[src/rtl/axis_frame_len_queue.sv]
// Tags frame-length strobes under/oversize and queues them to an AXI-Stream output, one cycle from strobe to tvalid.
// The strobe source is never stalled: a strobe that arrives while the queue is full and not being popped is dropped and counted.
module axis_frame_len_queue #(
  parameter int LEN_WIDTH = 16,
  parameter int DEPTH     = 16,
  parameter int CNT_WIDTH = 32,
  parameter int MIN_LEN   = 64,
  parameter int MAX_LEN   = 1518
) (
  input  logic                     clk,
  input  logic                     rst_n,
  input  logic [LEN_WIDTH-1:0]     frame_len,
  input  logic                     frame_len_valid,
  output logic [LEN_WIDTH-1:0]     m_axis_len_tdata,
  output logic [1:0]               m_axis_len_tuser,
  output logic                     m_axis_len_tvalid,
  input  logic                     m_axis_len_tready,
  output logic [$clog2(DEPTH):0]   fill_level,
  output logic [CNT_WIDTH-1:0]     frame_count,
  output logic [CNT_WIDTH-1:0]     drop_count
);

  localparam int AW = $clog2(DEPTH);
  localparam int FW = AW + 1;
  localparam logic [LEN_WIDTH-1:0] MIN_L   = LEN_WIDTH'(MIN_LEN);
  localparam logic [LEN_WIDTH-1:0] MAX_L   = LEN_WIDTH'(MAX_LEN);
  localparam logic [FW-1:0]        FULL_LVL = FW'(DEPTH);

  typedef struct packed {
    logic [1:0]           tag;
    logic [LEN_WIDTH-1:0] len;
  } entry_t;

  entry_t          mem [DEPTH];
  entry_t          wr_entry;
  logic [AW-1:0]   rd_ptr;
  logic [AW-1:0]   wr_ptr;
  logic            pop;
  logic            push;
  logic            drop;
  logic            full;

  // A full queue still takes a strobe when the head leaves in the same cycle.
  assign full  = (fill_level == FULL_LVL);
  assign pop   = m_axis_len_tvalid && m_axis_len_tready;
  assign push  = frame_len_valid && (!full || pop);
  assign drop  = frame_len_valid && !push;

  assign wr_entry.tag = {frame_len > MAX_L, frame_len < MIN_L};
  assign wr_entry.len = frame_len;

  assign m_axis_len_tvalid = (fill_level != '0);
  assign m_axis_len_tdata  = mem[rd_ptr].len;
  assign m_axis_len_tuser  = mem[rd_ptr].tag;

  always_ff @(posedge clk) begin
    if (push) begin
      mem[wr_ptr] <= wr_entry;
    end
  end

  always_ff @(posedge clk or negedge rst_n) begin
    if (!rst_n) begin
      rd_ptr      <= '0;
      wr_ptr      <= '0;
      fill_level  <= '0;
      frame_count <= '0;
      drop_count  <= '0;
    end else begin
      if (push) begin
        wr_ptr <= wr_ptr + AW'(1);
      end
      if (pop) begin
        rd_ptr <= rd_ptr + AW'(1);
      end
      case ({push, pop})
        2'b10:   fill_level <= fill_level + FW'(1);
        2'b01:   fill_level <= fill_level - FW'(1);
        default: fill_level <= fill_level;
      endcase
      // Counters saturate at all-ones rather than wrapping.
      if (push && (frame_count != '1)) begin
        frame_count <= frame_count + CNT_WIDTH'(1);
      end
      if (drop && (drop_count != '1)) begin
        drop_count <= drop_count + CNT_WIDTH'(1);
      end
    end
  end

endmodule

[config.mk]
export PLATFORM = sky130hd
export DESIGN_NAME = axis_frame_len_queue
export DESIGN_NICKNAME = d
export VERILOG_FILES = /design/src/rtl/axis_frame_len_queue.sv
export SDC_FILE = /design/constraint.sdc
export NUM_CORES = 1
export LEC_CHECK = 0
export CORE_UTILIZATION = 59
export CTS_BUF_LIST = sky130_fd_sc_hd__clkbuf_8
export DETAILED_ROUTE_END_ITERATION = 6
export MAX_ROUTING_LAYER = met4
export PLACE_DENSITY_LB_ADDON = 0.1
export SETUP_SLACK_MARGIN = 0.1
export SLEW_MARGIN = 0
export SYNTH_ARGS = -nofsm -noshare
export SYNTH_HDL_FRONTEND = slang
export SYNTH_SLANG_ARGS = --single-unit
[constraint.sdc]
create_clock -name clk -period 4.45 [get_ports clk]
set_input_delay 0.89 -clock clk [delete_from_list [all_inputs] [get_ports clk]]
set_output_delay 0.89 -clock clk [all_outputs]
set_load 0.03 [all_outputs]
# Word-level counts from Yosys, hierarchy flattened
# Memories as Yosys holds them, arrays and structs flattened.
# Index checks and enable logic that the tools add are counted.
word_totals:
  regBits: 77
  latchBits: 0
  mem_bits_rw: 288
  rom_bits: 0
  out_inout_bits: 88
  word_cells: 32
  mem_count: 1
memory_table:
  columns: ["memory", "words", "width", "read_ports", "rd_clocked_by_memory_dff", "write_ports", "line", "source"]
  rows:
  - ["mem", 16, 18, 1, 0, 1, "34", "entry_t mem [DEPTH];"]
classes:
  addsub: 6
  multipliers: 0
  div_mod_pow: 0
  magnitude_cmp: 2
  n_eq_ne: 5
  shifts: 0
  muxes: 3
  bitwise: 0
  n_reduce_logical: 10
ops:
  columns: ["op", "n"]
  rows:
  - ["$add 32x1->32 const B", 2]
  - ["$ne 32x32->1 const B", 2]
  - ["$gt 16x11->1 const B", 1]
  - ["$lt 16x7->1 const B", 1]
  - ["$pmux 5 s2", 1]
  - ["$add 4x1->4 const B", 2]
  - ["$add 5x1->5 const B", 1]
  - ["$eq 5x5->1 const B", 1]
  - ["$logic_and 1x1->1", 5]
  - ["$reduce_bool 5->1", 1]
  - ["$sub 5x1->5 const B", 1]
  - ["$eq 2x1->1 const B", 1]
  - ["$eq 2x2->1 const B", 1]
  - ["$logic_not 1->1", 2]
  - ["$mux 1", 2]
  - ["$reduce_bool 2->1", 1]
  - ["$logic_or 1x1->1", 1]

# Longest topological paths before layout
# Gate-level depths: netlist (run 1).
logic_depth:
  word_depth: 7
  ltp_mapped: 9

# Least setup slack after synthesis (run 1)
# Ideal clock, no wire load.
synth_timing:
  path_type: "register to output"
  from: "register rd_ptr[0]"
  to: "output port m_axis_len_tdata[0]"
  t_arrival_ns: 2.150
  path_slack_ns: 1.410
  stages_incl_launch_ff: 5
  cell_sequence: "dfrtp_1 clkbuf_1 buf_2 mux4_2 mux4_2"
synth_via:
  elab_chain_len: 1
synth_lines:
  columns: ["item", "line", "source"]
  rows:
  - ["start: declaration", "36", "logic [AW-1:0] rd_ptr;"]
  - ["start signal: assignment", "74", "rd_ptr <= rd_ptr + AW'(1);"]
  - ["$mem_v2 16x18", null, null]
  - ["end: declaration", "14", "output logic [LEN_WIDTH-1:0] m_axis_len_tdata,"]
# No other way between the ends.

# Worst setup path after layout (run 1)
layout_timing:
  from: "register rd_ptr[0]"
  to: "output port m_axis_len_tdata[10]"
# The elaborated chain is that of the path after synthesis.

==> impl_results.md, run 1 <==
* Run status: finished, final reports clean
* Drt drc at 0
* CP most frequent cell: mux4_2
* Fillers at 1527
* Num ports at 108
* Startpoint Class: register
* CTS H-tree lvls at 2
* Via count at 7829
* Mean number of vias per cell at 5.96
* Critical-path top delay cell: clkdlybuf4s50_1
* Grt ovf at 0
* Row cnt at 57
* Slew Limit Fails at 0
* Crit path kind: reg -> out
* RSZ-0062 raised after global routing: false
* # port buffers at 107
* Most frequent cells in the layout: edfxtp_1, clkdlybuf4s50_1, mux4_2
* Syn_nets at 811
* Share of layout cells above drive strength 1 at 20.7%
* Share of the clock period used by the worst path at 91.7%
* Synth unique cells at 50
* Worst Tran Pin Value at 0.984 ns
* DR WL/cell at 22.9 µm
* Total CTS buffers at 56
* Final GP Congestion at 0.861
* CP top delay family: buffers and inverters
* Main synth FF type: edfxtp_1
* HP Class: in -> async
* Final HPWL DP at 17.9 mm
* Setup bufs post-CTS at 0
* Mapped Cells at 780
* Required @ worst endpoint at 3.56 ns
* Die area at 25600 µm²
* Sink Count at 365
* CP endpoint kind: output port
* Syn Area/Cell at 18.9 µm²
* Yosys Warn Count at 0
* Area added between synthesis and finish at 17.4%
* Net count reported at finish at 976
* Yosys reg bits at 365
* Hold Slack at 0.477 ns
* WL final at 30.1 mm
* Fin util at 70.9%
* Antenna Nets Post-Route at 0
* Minimum clock period at 4.08 ns
* Slew HR at 34.4%
* Number of global-route vias before repair at 8281
* CTS Hold Buffers Added at 0
* First-pass GRT wire length at 47.2 mm
* CP arrival at 3.19 ns
* Tot GR Track Use at 25.5%
* Die X at 160 µm
* Post-cts sizing count at 0
* First-pass iteration count of the detailed router at 7
* Initial Util at 60.4%
* 1st-iter DRT viols at 706
* Final setup vio count at 0
* Post-synthesis sequential area ratio at 71.8%
* Ys async rst share at 21.1%
* Synth Cell Area at 14700 µm²
* P per Cell Area at 566 nW/µm²
* Setup TNS at 0 ns
* Largest net degree at the start of global routing at 78
* Post-Route Skew at 0.0280 ns
* F_max at 0.245 GHz
* Core Region at 24400 µm²
* Root Buffer Master: clkbuf_8
* Die H at 160 µm
* Clock Latency Late Sink at 0.58 ns
* Fin. Hold Viols at 0
* Maximum vdd drop at 0.506 mV
* Static Leak at 6.05 nW
* Crit-path cells: buf_4 > mux4_2 > mux4_2 > clkdlybuf4s50_1
* Clock Path Buffers at 3
* Post-synth EDFFs at 288
* Most common cell after layout, fill and taps aside: edfxtp_1
* Crit path largest cell delay at 0.62 ns
* Max Cap Violations at 0
* WP buf/inv at 2
* Initial antenna violation count at 1
* Crit-path max FO at 30
* Clock slew seen by the registers of the worst setup and hold paths at 0.06 ns
* CTS tree: yes
==> kinds of logic after synthesis <==
group / after synthesis / synth area share, %
flops: 365 / 71.8
fa+ha+maj: 11 / 0.986
mux: 95 / 14.1
buf+inv: 36 / 0.969
compound gates: 25 / 1.17
simple gates: 181 / 6.92
xor+xnor: 67 / 3.99
==> worst register-to-register path, cell delays in order (launching register included) <==
cell and delay (ns):
dfrtp_1 0.46, or4_1 0.54, o21ai_1 0.41, or2_2 0.24, inv_1 0.08, ha_1 0.33, a21o_1 0.21, a21oi_1 0.19
mux2i_1 0.23, xor2_1 0.15
==> final cells by class <==
class                           count  area, µm²  share of cell area, %
Sequential cell                   365      10600                   61.2
Multi-Input combinational cell    379       4010                   23.2
Timing Repair Buffer              132       1270                   7.34
Clock buffer                       58        798                   4.62
Tap cell                          324        405                   2.34
Clock inverter                     44        186                   1.08
Inverter                           11       41.3                  0.239
Antenna cell                        1       2.50                 0.0145
==> cell usage after synthesis, types with 11 or more instances <==
cell / number / area, µm²
edfxtp_1: 288 / 8650
mux4_2: 90 / 2030
dfrtp_1: 77 / 1930
xnor2_1: 45 / 394
nand3_1: 31 / 155
nand2_1: 30 / 113
nor2_1: 30 / 113
xor2_1: 22 / 193
nand4_1: 20 / 125
clkbuf_1: 18 / 67.6
and3_1: 13 / 81.3
nor3_1: 13 / 65.1
inv_1: 11 / 41.3
==> worst paths after layout <==
kind                                startpoint              endpoint  slack (ns)  depth (start not counted)
worst min register to register  drop_count[30]        drop_count[30]        0.51                          1
worst max-delay path                 rd_ptr[0]  m_axis_len_tdata[10]        0.37                          4
worst max register to register   fill_level[0]         fill_level[4]        1.55                          9
worst min-delay path                     rst_n       frame_count[24]        0.48                          1
max in group asynchronous                rst_n             rd_ptr[0]        3.24                          1
min in group clk                drop_count[30]        drop_count[30]        0.51                          1
==> registers in the layout (all words and copies together) (netlist names) <==
name / flops
wr_ptr: 4
rd_ptr: 4
drop_count: 32
fill_level: 5
frame_count: 32
mem: 288
==> routing by layer <==
layer	GRT usage (%)	part of all wire, %
met5	-	0
met4	6.71	1.6
met3	3.97	6.9
met1	33.4	39
met2	42.2	52
==> report_power, final <==
| part | leakage [nW] | switching (mW) | internal (mW) | total [mW] |
|---|---|---|---|---|
| sequential | 3.62 | 0.248 | 4.04 | 4.29 |
| clock | 0.573 | 1.21 | 1.21 | 2.41 |
| combinational | 1.86 | 1.58 | 1.49 | 3.07 |
| total | 6.05 | 3.03 | 6.74 | 9.78 |
==> metrics by stage <==
step	worst slack, ns	area [µm²]	total power [mW]	instances
2_1_floorplan	1.41	14700	6.42	780
3_3_place_gp	0.948	16300	7.37	1211
3_5_place_dp	0.901	16300	7.47	1211
4_1_cts	0.275	17300	9.89	1313
5_1_grt	0.217	17300	10.2	1314
6_report	0.369	17300	9.78	1314
No activity file was read; power rests on OpenSTA's default activity.
==> run 2, diff against run 1 <==
--- a/config.mk
+++ b/config.mk
@@ -5,11 +5,12 @@
 export SDC_FILE = /design/constraint.sdc
 export NUM_CORES = 1
 export LEC_CHECK = 0
+export ABC_AREA = 1
 export CORE_UTILIZATION = 59
 export CTS_BUF_LIST = sky130_fd_sc_hd__clkbuf_8
 export DETAILED_ROUTE_END_ITERATION = 6
 export MAX_ROUTING_LAYER = met4
-export PLACE_DENSITY_LB_ADDON = 0.1
+export PLACE_DENSITY_LB_ADDON = 0.15
 export SETUP_SLACK_MARGIN = 0.1
 export SLEW_MARGIN = 0
 export SYNTH_ARGS = -nofsm -noshare
==> run 2 against run 1 <==
  * Power is 14% higher
  * Final area increased by 11%
  * Sequential share of layout area decreased by 6.0 points
  * Flip-flop and latch count is the same
  * Critical endpoint is now m_axis_len_tdata[6]
  * Highest routed layer unchanged
==> impl_results.md, run 2 <==
* Run status: finished, final reports clean (unchanged)
* Clock slew seen by the registers of the worst setup and hold paths at 0.06 ns (about the same)
* Drt drc at 0 (unchanged)
* DR WL/cell at 18.4 µm (was 22.9 µm)
* Synth Cell Area at 16400 µm² (was 14700 µm²)
* Max Cap Violations at 0 (unchanged)
* R2r startpoint: fill_level[0] (unchanged)
* Final HPWL DP at 22.5 mm (was 17.9 mm)
* Grt ovf at 0 (unchanged)
* Die H at 169 µm (was 160 µm)
* Post-route cell area at 19200 µm² (was 17300 µm²)
* Placed instance area at 17900 µm² (was 16300 µm²)
* Worst setup path startpoint: rd_ptr[1] (was rd_ptr[0])
* Mapped Cells at 1603 (was 780)
* CTS tree: yes (unchanged)
* WP buf/inv at 2 (unchanged)
* First-pass iteration count of the detailed router at 5 (was 7)
* Setup bufs post-CTS at 0 (unchanged)
* Final GP Congestion at 0.865 (was 0.861)
* Worst slack, placed at 1.01 ns (was 0.901 ns)
* Most frequent cell after synthesis: nand2_1 (was edfxtp_1)
* R2r setup slk at 2.05 ns (was 1.55 ns)
* Fillers at 1988 (was 1527)
* Yosys top cell area share at 52.8% (was 58.7%)
* Share of layout cells above drive strength 1 at 8.84% (was 20.7%)
* Critical-path top delay cell: dfrtp_4 (was clkdlybuf4s50_1)
* # port buffers at 107 (unchanged)
* Share of the clock period used by the worst path at 91.2% (was 91.7%)
* Num ports at 108 (unchanged)
* Core Region at 27100 µm² (was 24400 µm²)
* Post-synthesis sequential area ratio at 64.5% (was 71.8%)
* Syn_nets at 1634 (was 811)
* P per Cell Area at 583 nW/µm² (was 566 nW/µm²)
* Die area at 28500 µm² (was 25600 µm²)
* Main synth FF type: edfxtp_1 (unchanged)
* Inserted Diodes at 0 (was 1)
* Worst r2r dst: fill_level[4] (unchanged)
* Initial antenna violation count at 0 (was 1)
* Final setup vio count at 0 (unchanged)
* Die X at 169 µm (was 160 µm)
* Net count reported at finish at 1763 (was 976)
* Post-cts sizing count at 0 (unchanged)
* Finished Layout Cells at 2149 (was 1314)
* Placed insts at 2045 (was 1211)
* F_max at 0.246 GHz (was 0.245 GHz)
* CTS H-tree lvls at 2 (unchanged)
* Ys async rst share at 21.1% (unchanged)
* First-pass GRT wire length at 63.0 mm (was 47.2 mm)
* HP Class: in -> async (unchanged)
* Antenna Nets Post-Route at 0 (unchanged)
* Worst R2R Path Depth at 13 (was 9)
* Crit path kind: reg -> out (unchanged)
* Syn Area/Cell at 10.2 µm² (was 18.9 µm²)
* Crit path largest cell delay at 0.90 ns (was 0.62 ns)
* Biggest regs: mem: 288 flops, drop_count: 32 flops, frame_count: 32 flops (unchanged)
* Yosys reg bits at 365 (unchanged)
* Largest Register: mem (unchanged)
* Slew Limit Fails at 0 (unchanged)
* Maximum vdd drop at 0.563 mV (was 0.506 mV)
* RSZ-0062 raised after global routing: false (unchanged)
* Clock Latency Late Sink at 0.60 ns (was 0.58 ns)
* Mean number of vias per cell at 5.65 (was 5.96)
* Synth unique cells at 33 (was 50)
* CP arrival at 3.17 ns (was 3.19 ns)
* Synth top area cells: edfxtp_1, dfrtp_1, nand2_1 (was edfxtp_1, mux4_2, dfrtp_1)
* Slew HR at 37.3% (was 34.4%)
* Synth cell count leaders: nand2_1, nor2_1, edfxtp_1 (was edfxtp_1, mux4_2, dfrtp_1)
* Post-Route Skew at 0.0151 ns (was 0.0280 ns)
* 1st-iter DRT viols at 1237 (was 706)
* Fin. Hold Viols at 0 (unchanged)
* Total CTS buffers at 57 (was 56)
* CP Depth at 6 (was 4)
* Largest net degree at the start of global routing at 162 (was 78)
* WL final at 39.5 mm (was 30.1 mm)
* CP top delay family: buffers and inverters (unchanged)
* Via count at 12200 (was 7829)
* Minimum clock period at 4.06 ns (was 4.08 ns)
* CP endpoint: m_axis_len_tdata[6] (was m_axis_len_tdata[10])
* Sink Count at 365 (unchanged)
* Leading area contributor after synthesis: edfxtp_1 (unchanged)
* CP endpoint kind: output port (unchanged)
* Post-synth EDFFs at 288 (unchanged)
* Worst Tran Pin Value at 0.939 ns (was 0.984 ns)
* Root Buffer Master: clkbuf_8 (unchanged)
* Crit-path cells: buf_4 > o21ai_0 > o211ai_1 > nand3_1 > nand2_1 > clkdlybuf4s50_1 (was buf_4 > mux4_2 > mux4_2 > clkdlybuf4s50_1)
* Startpoint Class: register (unchanged)
* Required @ worst endpoint at 3.56 ns (about the same)
* Most frequent cells in the layout: nand2_1, nor2_1, edfxtp_1 (was edfxtp_1, clkdlybuf4s50_1, mux4_2)
* Most common cell after layout, fill and taps aside: nand2_1 (was edfxtp_1)
* Clock Path Buffers at 3 (unchanged)
* Row cnt at 60 (was 57)
* Area added between synthesis and finish at 17.0% (was 17.4%)
* Yosys Warn Count at 0 (unchanged)
* Initial Util at 60.5% (was 60.4%)
* Setup slack after layout at 0.392 ns (was 0.369 ns)
* Number of global-route vias before repair at 12000 (was 8281)
* CTS Hold Buffers Added at 0 (unchanged)
* Crit-path max FO at 66 (was 30)
* Setup TNS at 0 ns (unchanged)
* Max reg flops at 288 (unchanged)
* Static Leak at 7.09 nW (was 6.05 nW)
* Hold Slack at 0.336 ns (was 0.477 ns)
* Tot GR Track Use at 29.5% (was 25.5%)
-- run 2: cell types whose count changed after synthesis, sizes merged, moves of 13 or more --
cell    before  now
buf          7   37
nand4       20    5
xnor2       45   17
clkbuf      18   31
and3        13    0
mux4        90    0
nor2        30  318
nand3       32   48
inv         11   59
nand2       30  403
o211ai       0   72
o21ai        3  158
nand3b       0   30
-- run 2: worst min-delay path by stage --
stage | from | to | slack (ns) | cells after the start
2_1_floorplan | wr_ptr[2] | wr_ptr[2] | 0.50 | 1
3_3_place_gp | drop_count[31] | drop_count[31] | 0.53 | 2
3_5_place_dp | wr_ptr[2] | wr_ptr[2] | 0.54 | 1
4_1_cts | rst_n | drop_count[21] | 0.35 | 1
5_1_grt | rst_n | frame_count[12] | 0.38 | 1
6_report | rst_n | frame_count[7] | 0.34 | 1
-- run 2: kinds of logic (layout without fill, tap and decap cells) --
| group | after synthesis | in the layout | share of synthesized area [%] |
|---|---|---|---|
| adder cells (fa/ha/maj) | 11 | 11 | 0.885 |
| AO/OA/AOI/OAI | 252 | 252 | 8.82 |
| flip-flops | 365 | 365 | 64.5 |
| XOR/XNOR | 38 | 38 | 2.03 |
| AND/OR/NAND/NOR | 810 | 810 | 20.3 |
| buffers and inverters | 127 | 301 | 3.44 |
-- run 2: final cells by class --
| type | count | area [µm²] | area share (%) |
|---|---|---|---|
| clock buffer | 61 | 840 | 4.38 |
| clock inverter | 43 | 449 | 2.34 |
| inverter | 59 | 229 | 1.19 |
| multi-input combinational | 1111 | 5290 | 27.6 |
| sequential | 365 | 10600 | 55.2 |
| tap | 372 | 465 | 2.43 |
| timing repair buffer | 138 | 1330 | 6.91 |
-- run 2: report_power, final --
part           switching [mW]  internal, mW  leakage [nW]
sequential              0.252          4.06          3.63
clock                    1.30          1.85         0.715
combinational            2.48          1.22          2.74
total                    4.04          7.14          7.09
-- run 2: stage by stage --
step	power, mW	utilization [%]
final	11.2	70.8
after global routing	11.7	70.8
after CTS	11.2	70.8
after detailed placement	8.07	66.0
after global placement	7.98	66.0
after floorplan	6.73	-
-- run 2: worst reg2reg max path: cells and delay by family, from the launching register on --
kind / cells / cell delay (ns)
flip-flops: 1 / 0.44
AO/OA/AOI/OAI: 1 / 0.18
buffers and inverters: 3 / 0.30
adder cells (fa/ha/maj): 1 / 0.32
AND/OR/NAND/NOR: 8 / 1.05
-- run 2: metal layers --
| layer | track usage, % | vias to the layer above | part of all wire (%) | wire length (µm) |
|---|---|---|---|---|
| met2 | 46.7 | 520 | 47 | 18700 |
| met1 | 38.9 | 5790 | 42 | 16600 |
| met4 | 11.1 | 0 | 3.2 | 1260 |
| li1 | - | 5733 | - | - |
| met3 | 4.58 | 107 | 7.4 | 2900 |
| met5 | - | - | 0 | 0 |
